--- src/rtl/ram_console_ctrl.sv ---
// Register-bank plus RAM console: switch loads, direct/auto-increment RAM writes,
// zero-fill sweep and LED mux. Define RAM_COPY_EN to add the RAM-to-register copy (cp_pulse).
module ram_console_ctrl #(
  parameter  int DATA_W = 8,
  parameter  int ADDR_W = 6,
  parameter  int NREG   = 4,
  localparam int SEL_W  = $clog2(NREG),
  localparam int DEPTH  = 2**ADDR_W
) (
  input  logic              clk_out,
  input  logic              rst,
  input  logic              ld_pulse,
  input  logic              wr_pulse,
  input  logic              clr_pulse,
  input  logic              show_reg,
  input  logic              auto_inc,
`ifdef RAM_COPY_EN
  input  logic              cp_pulse,
`endif
  input  logic [SEL_W-1:0]  reg_sel,
  input  logic [ADDR_W-1:0] addr_in,
  input  logic [DATA_W-1:0] d_in,
  output logic [DATA_W-1:0] d_out,
  output logic [ADDR_W-1:0] addr_out,
  output logic              busy,
  output logic              drop
);

  typedef enum logic {ST_IDLE, ST_CLEAR} state_t;

  state_t            state_q, state_d;
  logic [ADDR_W-1:0] clr_idx_q, clr_idx_d;
  logic [ADDR_W-1:0] ptr_q, ptr_d;
  logic              auto_inc_q, auto_inc_d;
  logic              drop_q, drop_d;
  logic              busy_q, busy_d;
  logic [DATA_W-1:0] regs_q [NREG];
  logic [DATA_W-1:0] regs_d [NREG];
  logic [DATA_W-1:0] mem [DEPTH];

  logic              idle;
  logic              rise;
  logic              cp_req;
  logic              wr_acc;
  logic              cp_acc;
  logic [ADDR_W-1:0] eaddr;
  logic [DATA_W-1:0] rd_word;
  logic [DATA_W-1:0] sel_word;
  logic              mem_we;
  logic [ADDR_W-1:0] mem_waddr;
  logic [DATA_W-1:0] mem_wdata;

`ifdef RAM_COPY_EN
  assign cp_req = cp_pulse;
`else
  assign cp_req = 1'b0;
`endif

  // The pointer only takes over once auto_inc has been high for a full cycle;
  // on the rising cycle the direct address is both used and preloaded.
  always_comb begin
    idle     = (state_q == ST_IDLE);
    rise     = auto_inc & ~auto_inc_q;
    eaddr    = (rst && auto_inc && auto_inc_q) ? ptr_q : addr_in;
    wr_acc   = rst & wr_pulse & idle & ~clr_pulse;
    cp_acc   = rst & cp_req & idle & ~clr_pulse;
    rd_word  = mem[eaddr];
    sel_word = regs_q[reg_sel];
  end

  always_comb begin
    state_d    = state_q;
    clr_idx_d  = clr_idx_q;
    ptr_d      = ptr_q;
    auto_inc_d = auto_inc;
    drop_d     = drop_q;
    regs_d     = regs_q;
    mem_we     = 1'b0;
    mem_waddr  = eaddr;
    mem_wdata  = sel_word;

    case (state_q)
      ST_IDLE: begin
        if (clr_pulse) begin
          state_d   = ST_CLEAR;
          clr_idx_d = '0;
        end
      end
      ST_CLEAR: begin
        mem_we    = 1'b1;
        mem_waddr = clr_idx_q;
        mem_wdata = '0;
        clr_idx_d = clr_idx_q + ADDR_W'(1);
        if (clr_idx_q == {ADDR_W{1'b1}}) state_d = ST_IDLE;
      end
      default: state_d = ST_CLEAR;
    endcase

    if (wr_acc) mem_we = 1'b1;

    if ((wr_pulse && !wr_acc) || (cp_req && !cp_acc)) drop_d = 1'b1;

    if (rise) ptr_d = addr_in;
    if ((wr_acc || cp_acc) && auto_inc) ptr_d = eaddr + ADDR_W'(1);

    // A same-cycle load overrides the copy; the copy sees the pre-edge RAM word.
    if (ld_pulse)    regs_d[reg_sel] = d_in;
    else if (cp_acc) regs_d[reg_sel] = rd_word;

    busy_d = (state_d == ST_CLEAR);
  end

  always_ff @(posedge clk_out) begin
    if (!rst) begin
      state_q    <= ST_CLEAR;
      clr_idx_q  <= '0;
      ptr_q      <= '0;
      auto_inc_q <= 1'b0;
      drop_q     <= 1'b0;
      busy_q     <= 1'b1;
      for (int i = 0; i < NREG; i++) regs_q[i] <= '0;
    end else begin
      state_q    <= state_d;
      clr_idx_q  <= clr_idx_d;
      ptr_q      <= ptr_d;
      auto_inc_q <= auto_inc_d;
      drop_q     <= drop_d;
      busy_q     <= busy_d;
      regs_q     <= regs_d;
    end
  end

  // RAM is never cleared by reset itself, only by the sweep.
  always_ff @(posedge clk_out) begin
    if (rst && mem_we) mem[mem_waddr] <= mem_wdata;
  end

  always_comb begin
    addr_out = eaddr;
    busy     = ~rst | busy_q;
    drop     = rst & drop_q;
    if (!rst)          d_out = '0;
    else if (show_reg) d_out = sel_word;
    else if (busy_q)   d_out = '0;
    else               d_out = rd_word;
  end

endmodule

--- config.mk ---
export PLATFORM = sky130hd
export DESIGN_NAME = ram_console_ctrl
export DESIGN_NICKNAME = d
export VERILOG_FILES = /design/src/rtl/ram_console_ctrl.sv
export SDC_FILE = /design/constraint.sdc
export NUM_CORES = 1
export LEC_CHECK = 0
export CAP_MARGIN = 0
export CORE_UTILIZATION = 46
export CTS_CLUSTER_DIAMETER = 120
export DETAILED_ROUTE_END_ITERATION = 12
export HOLD_SLACK_MARGIN = 0.02
export MAX_ROUTING_LAYER = met4
export RECOVER_POWER = 100
export SYNTH_ARGS = -nofsm -noshare
export SYNTH_HDL_FRONTEND = slang
export SYNTH_SLANG_ARGS = --single-unit
--- constraint.sdc ---
create_clock -name clk_out -period 3.95 [get_ports clk_out]
set_input_delay 0.79 -clock clk_out [delete_from_list [all_inputs] [get_ports clk_out]]
set_output_delay 0.79 -clock clk_out [all_outputs]
set_load 0.03 [all_outputs]
# Yosys cells after proc, flatten, opt, wreduce, memory -nomap -nowiden
# Memory sizes are Yosys's and may differ from the RTL's.
# Cells that the tools add are included.
# Widths: inputs -> output; s select.
[classes]
add_sub_neg = 2
n_reduce_logical = 8
mux = 23
n_bitwise = 11
n_eq_ne = 2
n_lt_le_gt_ge = 2
[ops]
columns = ["operator", "count"]
rows = [
  ["$mux 8", 7],
  ["$bwmux 32", 1],
  ["$mux 6", 5],
  ["$bmux 8 s2", 1],
  ["$demux 8 s2", 1],
  ["$add 6x1->6 const B", 2],
  ["$pmux 6 s2", 1],
  ["$eq 6x6->1 const B", 1],
  ["$logic_and 1x1->1", 6],
  ["$mux 1", 6],
  ["$and 1x1->1", 5],
  ["$not 1->1", 4],
  ["$ge 3x3->1 const B", 1],
  ["$lt 3x1->1 const B", 1],
  ["$not 2->3", 1],
  ["$ne 2x2->1 const B", 1],
  ["$pmux 1 s2", 1],
  ["$reduce_bool 2->1", 1],
  ["$logic_not 1->1", 1],
  ["$or 1x1->1", 1],
]
[totals]
word_cells = 58
in_bits = 23
ff_bits = 47
n_memories = 1
mem_bits_rw = 512
out_inout_bits = 16
[mem_list]
columns = ["name", "depth", "width", "rd", "rd_ports_with_merged_regs", "write_ports", "line_no", "rtl"]
rows = [
  ["mem", 64, 8, 1, 0, 1, "39", "logic [DATA_W-1:0] mem [DEPTH];"],
]

# Depth between registers and ports, before layout
[logic_depth]
depth_word = 7
depth_mapped = 12
mapped_depth_nobuf = 8

# Worst setup path after synthesis
# OpenSTA, ideal clock, no wires.
[synth_path]
path_type = "input port to output port"
from = "input rst"
to = "output d_out[5]"
path_stages = 10
t_arrival_ps = 2857
slack_ps = 303
path_buffers = 4
required_ps = 3160
cell_sequence = "buf_6 -> nand3_4 -> buf_6 -> mux2i_2 -> inv_2 -> buf_2 -> buf_1 -> o2111ai_1 -> a32oi_1 -> a32o_1"
[synth_via]
elab_chain_cells = 7
[synth_rtl]
columns = ["item", "line_no", "rtl"]
rows = [
  ["start: declaration", "11", "input logic rst,"],
  ["$logic_and 1x1->1 (2 in series)", "64", "eaddr = (rst && auto_inc && auto_inc_q) ? ptr_q : addr_in;"],
  ["$mux 6", "64", ""],
  ["via addr_out[3]", "24", "output logic [ADDR_W-1:0] addr_out,"],
  ["$mem_v2 64x8", "--", ""],
  ["$mux 8", "144", "else if (busy_q) d_out = '0;"],
  ["$mux 8", "143", "else if (show_reg) d_out = sel_word;"],
  ["$mux 8", "142", "if (!rst) d_out = '0;"],
  ["end: declaration", "23", "output logic [DATA_W-1:0] d_out,"],
]
# The timed path passes the listed nets, and every way through them passes these cells.

# Worst setup path in the final report
[layout_path]
from = "register auto_inc_q"
to = "output d_out[4]"
[layout_via]
elab_chain_cells = 6
[layout_rtl]
columns = ["item", "line_no", "rtl"]
rows = [
  ["start: declaration", "34", "logic auto_inc_q, auto_inc_d;"],
  ["start signal: assignment", "126", "auto_inc_q <= auto_inc_d;"],
  ["$logic_and 1x1->1", "64", ""],
  ["$mux 6", "64", ""],
  ["$mem_v2 64x8", "--", ""],
  ["$mux 8", "144", ""],
  ["$mux 8", "143", ""],
  ["$mux 8", "142", ""],
]
# No other way between the ends.

==> results.sh <==
export IMPL_antenna_violations_before_repair=0
export IMPL_synthToLayoutAreaGrowth_pct=21.3
export IMPL_viasPerCell=5.72
export IMPL_post_dp_cell_area_sq_um=26500
export IMPL_synth_simple_gate_area_share=0.103
export IMPL_core_area_sq_um=50100
export IMPL_drt_first_pass_iters=5
export IMPL_ys_warn_count=0
export IMPL_grt_overflow=0
export IMPL_violations="max-capacitance violations, max-slew violations, negative setup slack"
export IMPL_synth_xor_area_frac=0.00113
export IMPL_holdCritPathClass="reg2reg"
export IMPL_numCtsBuffers=57
export IMPL_dr_first_iter_drc_count=1590
export IMPL_synth_area_sq_um=23300
export IMPL_numPortBuffers=38
export IMPL_antenna_diode_count=0
export IMPL_ctsLongestPathBuffers=3
export IMPL_grt_use_total=0.259
export IMPL_count_of_nets_after_finishing=1968
export IMPL_synth_largest_area_cell="sky130_fd_sc_hd__edfxtp_1"
export IMPL_finalSetupViolCount=3
export IMPL_clk_pin_slew_worst_paths_ns=0.06
export IMPL_post_layout_nonfiller_instances=2661
export IMPL_post_synth_cell_area_avg_sq_um=13.7
export IMPL_timing_critical_path_fanout_max=8
export IMPL_post_synth_inst_count=1698
export IMPL_grt_start_max_net_pins=65
export IMPL_synth_edf_count=512
export IMPL_post_cts_hold_buffer_count=0
export IMPL_worstPathRequired_ns=3.16
export IMPL_cap_violations=5
export IMPL_cts_root_buffer="sky130_fd_sc_hd__clkbuf_16"
export IMPL_synthesized_flop_and_latch_total=559
export IMPL_synth_distinct_cells=52
export IMPL_post_synth_main_area_contributors="sky130_fd_sc_hd__edfxtp_1 66%, sky130_fd_sc_hd__mux2i_1 8.5%, sky130_fd_sc_hd__nand2_1 4.4%, sky130_fd_sc_hd__dfxtp_1 4.0%, sky130_fd_sc_hd__nand3_1 2.4%"
export IMPL_ys_seq_area_frac=0.699
export IMPL_num_vias=15200
export IMPL_achievable_clock_frequency_mhz=251
export IMPL_die_width_um=227
export IMPL_synth_mux_area_frac=0.102
export IMPL_fillerInstances=4143
export IMPL_cp_arrival_ns=3.19
export IMPL_report_final_slew_viol_count=169
export IMPL_initial_core_util=0.466
export IMPL_number_of_hold_violations_in_the_final_report=0
export IMPL_synth_nets=1723
export IMPL_setup_worst_path_start_class="flip-flop"
export IMPL_final_setup_worst_slack_ns=-0.0288
export IMPL_synth_most_common_cell="sky130_fd_sc_hd__edfxtp_1"
export IMPL_totalWireLength_um=63500
export IMPL_power_static_leakage_nw=10.9
export IMPL_first_global_vias=14800
export IMPL_place_inst=2543
export IMPL_die_outline_area_sq_um=51600
export IMPL_cellPowerDensity_nw_per_um2=438
export IMPL_worstMarginPinSlew_ns=1.83
export IMPL_timing_setup_critical_path_class="reg2out"
export IMPL_wl_per_cell_um=23.9
export IMPL_synth_top_area_frac=0.659
export IMPL_synth_top_family_by_area="simple AND/OR/NAND/NOR gates"
export IMPL_critPathCaptureType="primary output"
export IMPL_final_setup_tns_ns=-0.0530
export IMPL_stdcell_area_sq_um=28300
export IMPL_tritoncts="built"
export IMPL_synthAdderAreaFrac=0.00107
export IMPL_insertion_delay_ns=0.63
export IMPL_synth_commonest_cells="512 x sky130_fd_sc_hd__edfxtp_1, 271 x sky130_fd_sc_hd__nand2_1, 198 x sky130_fd_sc_hd__mux2i_1, 114 x sky130_fd_sc_hd__nand3_1, 107 x sky130_fd_sc_hd__nor2_1"
export IMPL_grt_first_pass_wirelength_um=94700
export IMPL_share_of_layout_cells_above_drive_strength_1=0.192
export IMPL_gp_congestion=0.913
export IMPL_synth_compound_area_share=0.0680
export IMPL_remaining_drc_errors=0
export IMPL_async_flop_share=0
export IMPL_hpwlAfterDp_um=41100
export IMPL_die_height_um=227
export IMPL_cts_sinks=559
export IMPL_grt_setup_unrepaired="true"
export IMPL_io_pins=39
export IMPL_ir_drop_mv=0.346
export IMPL_finalWorstPathRequiredPeriod_ns=3.98
export IMPL_ys_dominant_reg_cell="sky130_fd_sc_hd__edfxtp_1"
export IMPL_postRouteAntennaNets=0
export IMPL_clock_skew_ns=0.0265
export IMPL_slew_limit_headroom=-0.221
export IMPL_number_of_placement_rows=82
export IMPL_outcome="complete, but fails checks"
export IMPL_timing_final_crit_share=1.01
export IMPL_h_tree_depth=2
==> timing repair <==
item / CTS / global route
endpoints found under the setup margin: 9 / 8
cloned: 4 / 0
pin swaps: 20 / 15
buffers inserted: 10 / 0
resized for setup: 69 / 10
==> critical path, cell delays in order, from the launching register on <==
cell                       delay [ns]
sky130_fd_sc_hd__dfxtp_4         0.38
sky130_fd_sc_hd__and4_4          0.24
sky130_fd_sc_hd__a21oi_4         0.05
sky130_fd_sc_hd__buf_12          0.15
sky130_fd_sc_hd__inv_4           0.13
sky130_fd_sc_hd__buf_6           0.20
sky130_fd_sc_hd__mux2i_1         0.21
sky130_fd_sc_hd__buf_4           0.12
sky130_fd_sc_hd__mux2i_1         0.07
sky130_fd_sc_hd__o211ai_1        0.28
sky130_fd_sc_hd__nand3_1         0.22
sky130_fd_sc_hd__a32o_2          0.35
sky130_fd_sc_hd__buf_12          0.14
==> cell type report <==
cell class	count	area (sq um)	share of cell area
inverter	32	141	0.00500
tap	672	841	0.0297
clock buffer	76	1540	0.0544
clock inverter	29	213	0.00752
timing repair buffer	292	2610	0.0921
timing repair inverter	1	6.26	0.000221
multi-input combinational	1000	6630	0.234
sequential	559	16300	0.577
==> path summary, 6_finish.rpt <==
| check | endpoint | cells past startpoint | slack, ns | start |
|---|---|---|---|---|
| worst max-delay path | d_out[4] | 12 | -0.03 | auto_inc_q$_SDFF_PN0_ |
| worst min-delay path | drop_q$_SDFFE_PN0P_ | 2 | 0.47 | drop_q$_SDFFE_PN0P_ |
| worst max register to register | mem[39][3]$_DFFE_PP_ | 7 | 0.08 | busy_q$_SDFF_PN1_ |
| worst min register to register | drop_q$_SDFFE_PN0P_ | 2 | 0.47 | drop_q$_SDFFE_PN0P_ |
==> per-stage QoR <==
stage	util	hold slack (ns)	total power, mW	setup slack, ns
after floorplan	-	0.429	6.95	0.303
after detailed placement	0.528	0.457	7.35	-0.723
after global placement	0.528	0.448	7.35	-0.703
after global routing	0.565	0.510	12.7	-0.122
final	0.565	0.466	12.4	-0.0288
after CTS	0.571	0.474	12.5	-0.00925
==> registers in the layout, summed over array words and instances, names as in the netlist <==
register and flops:
drop_q 1, regs_q 32, busy_q 1, auto_inc_q 1, ptr_q 6, clr_idx_q 6, mem 512
==> report_power, final <==
| group | total (mW) | internal [mW] | switching, mW |
|---|---|---|---|
| logic | 0.888 | 0.377 | 0.510 |
| clock network | 5.09 | 2.86 | 2.23 |
| registers | 6.41 | 6.39 | 0.0182 |
| total | 12.4 | 9.63 | 2.75 |
==> metal layers <==
metal  global-route usage  share of wire  vias up
met4               0.0779          0.026        0
li1                     -              -     6927
met3               0.0438          0.080      109
met2                0.383           0.45      631
met1                0.367           0.44     7556
met5                    -              0        -
==> cells in the final DEF (no fill, tap or decap), types with 11 or more instances in the layout <==
| cell type | instances |
|---|---|
| sky130_fd_sc_hd__nor2_1 | 107 |
| sky130_fd_sc_hd__nand2_1 | 270 |
| sky130_fd_sc_hd__nor3_1 | 12 |
| sky130_fd_sc_hd__clkinv_1 | 12 |
| sky130_fd_sc_hd__a31oi_1 | 30 |
| sky130_fd_sc_hd__edfxtp_1 | 512 |
| sky130_fd_sc_hd__buf_12 | 41 |
| sky130_fd_sc_hd__clkbuf_16 | 58 |
| sky130_fd_sc_hd__inv_1 | 27 |
| sky130_fd_sc_hd__nand2b_1 | 12 |
| sky130_fd_sc_hd__nand3_1 | 113 |
| sky130_fd_sc_hd__a21oi_1 | 26 |
| sky130_fd_sc_hd__buf_4 | 117 |
| sky130_fd_sc_hd__dfxtp_1 | 45 |
| sky130_fd_sc_hd__clkbuf_2 | 56 |
| sky130_fd_sc_hd__clkdlybuf4s50_1 | 15 |
| sky130_fd_sc_hd__o21ai_1 | 12 |
| sky130_fd_sc_hd__clkbuf_1 | 55 |
| sky130_fd_sc_hd__nor2b_1 | 12 |
| sky130_fd_sc_hd__mux4_2 | 13 |
| sky130_fd_sc_hd__mux2i_1 | 194 |
| sky130_fd_sc_hd__o2111ai_1 | 24 |
| sky130_fd_sc_hd__a211oi_1 | 50 |
| sky130_fd_sc_hd__clkinv_2 | 11 |
==> logic make-up (layout without fill, tap and decap cells) <==
family                   count (synthesis)  count (layout)
flip-flops                             559             559
AND/OR/NAND/NOR                        558             558
AO/OA/AOI/OAI                          219             219
multiplexers                           218             218
buffers and inverters                  139             430
XOR/XNOR                                 3               3
adder cells (fa/ha/maj)                  2               2
(Power assumes the default switching activity.)
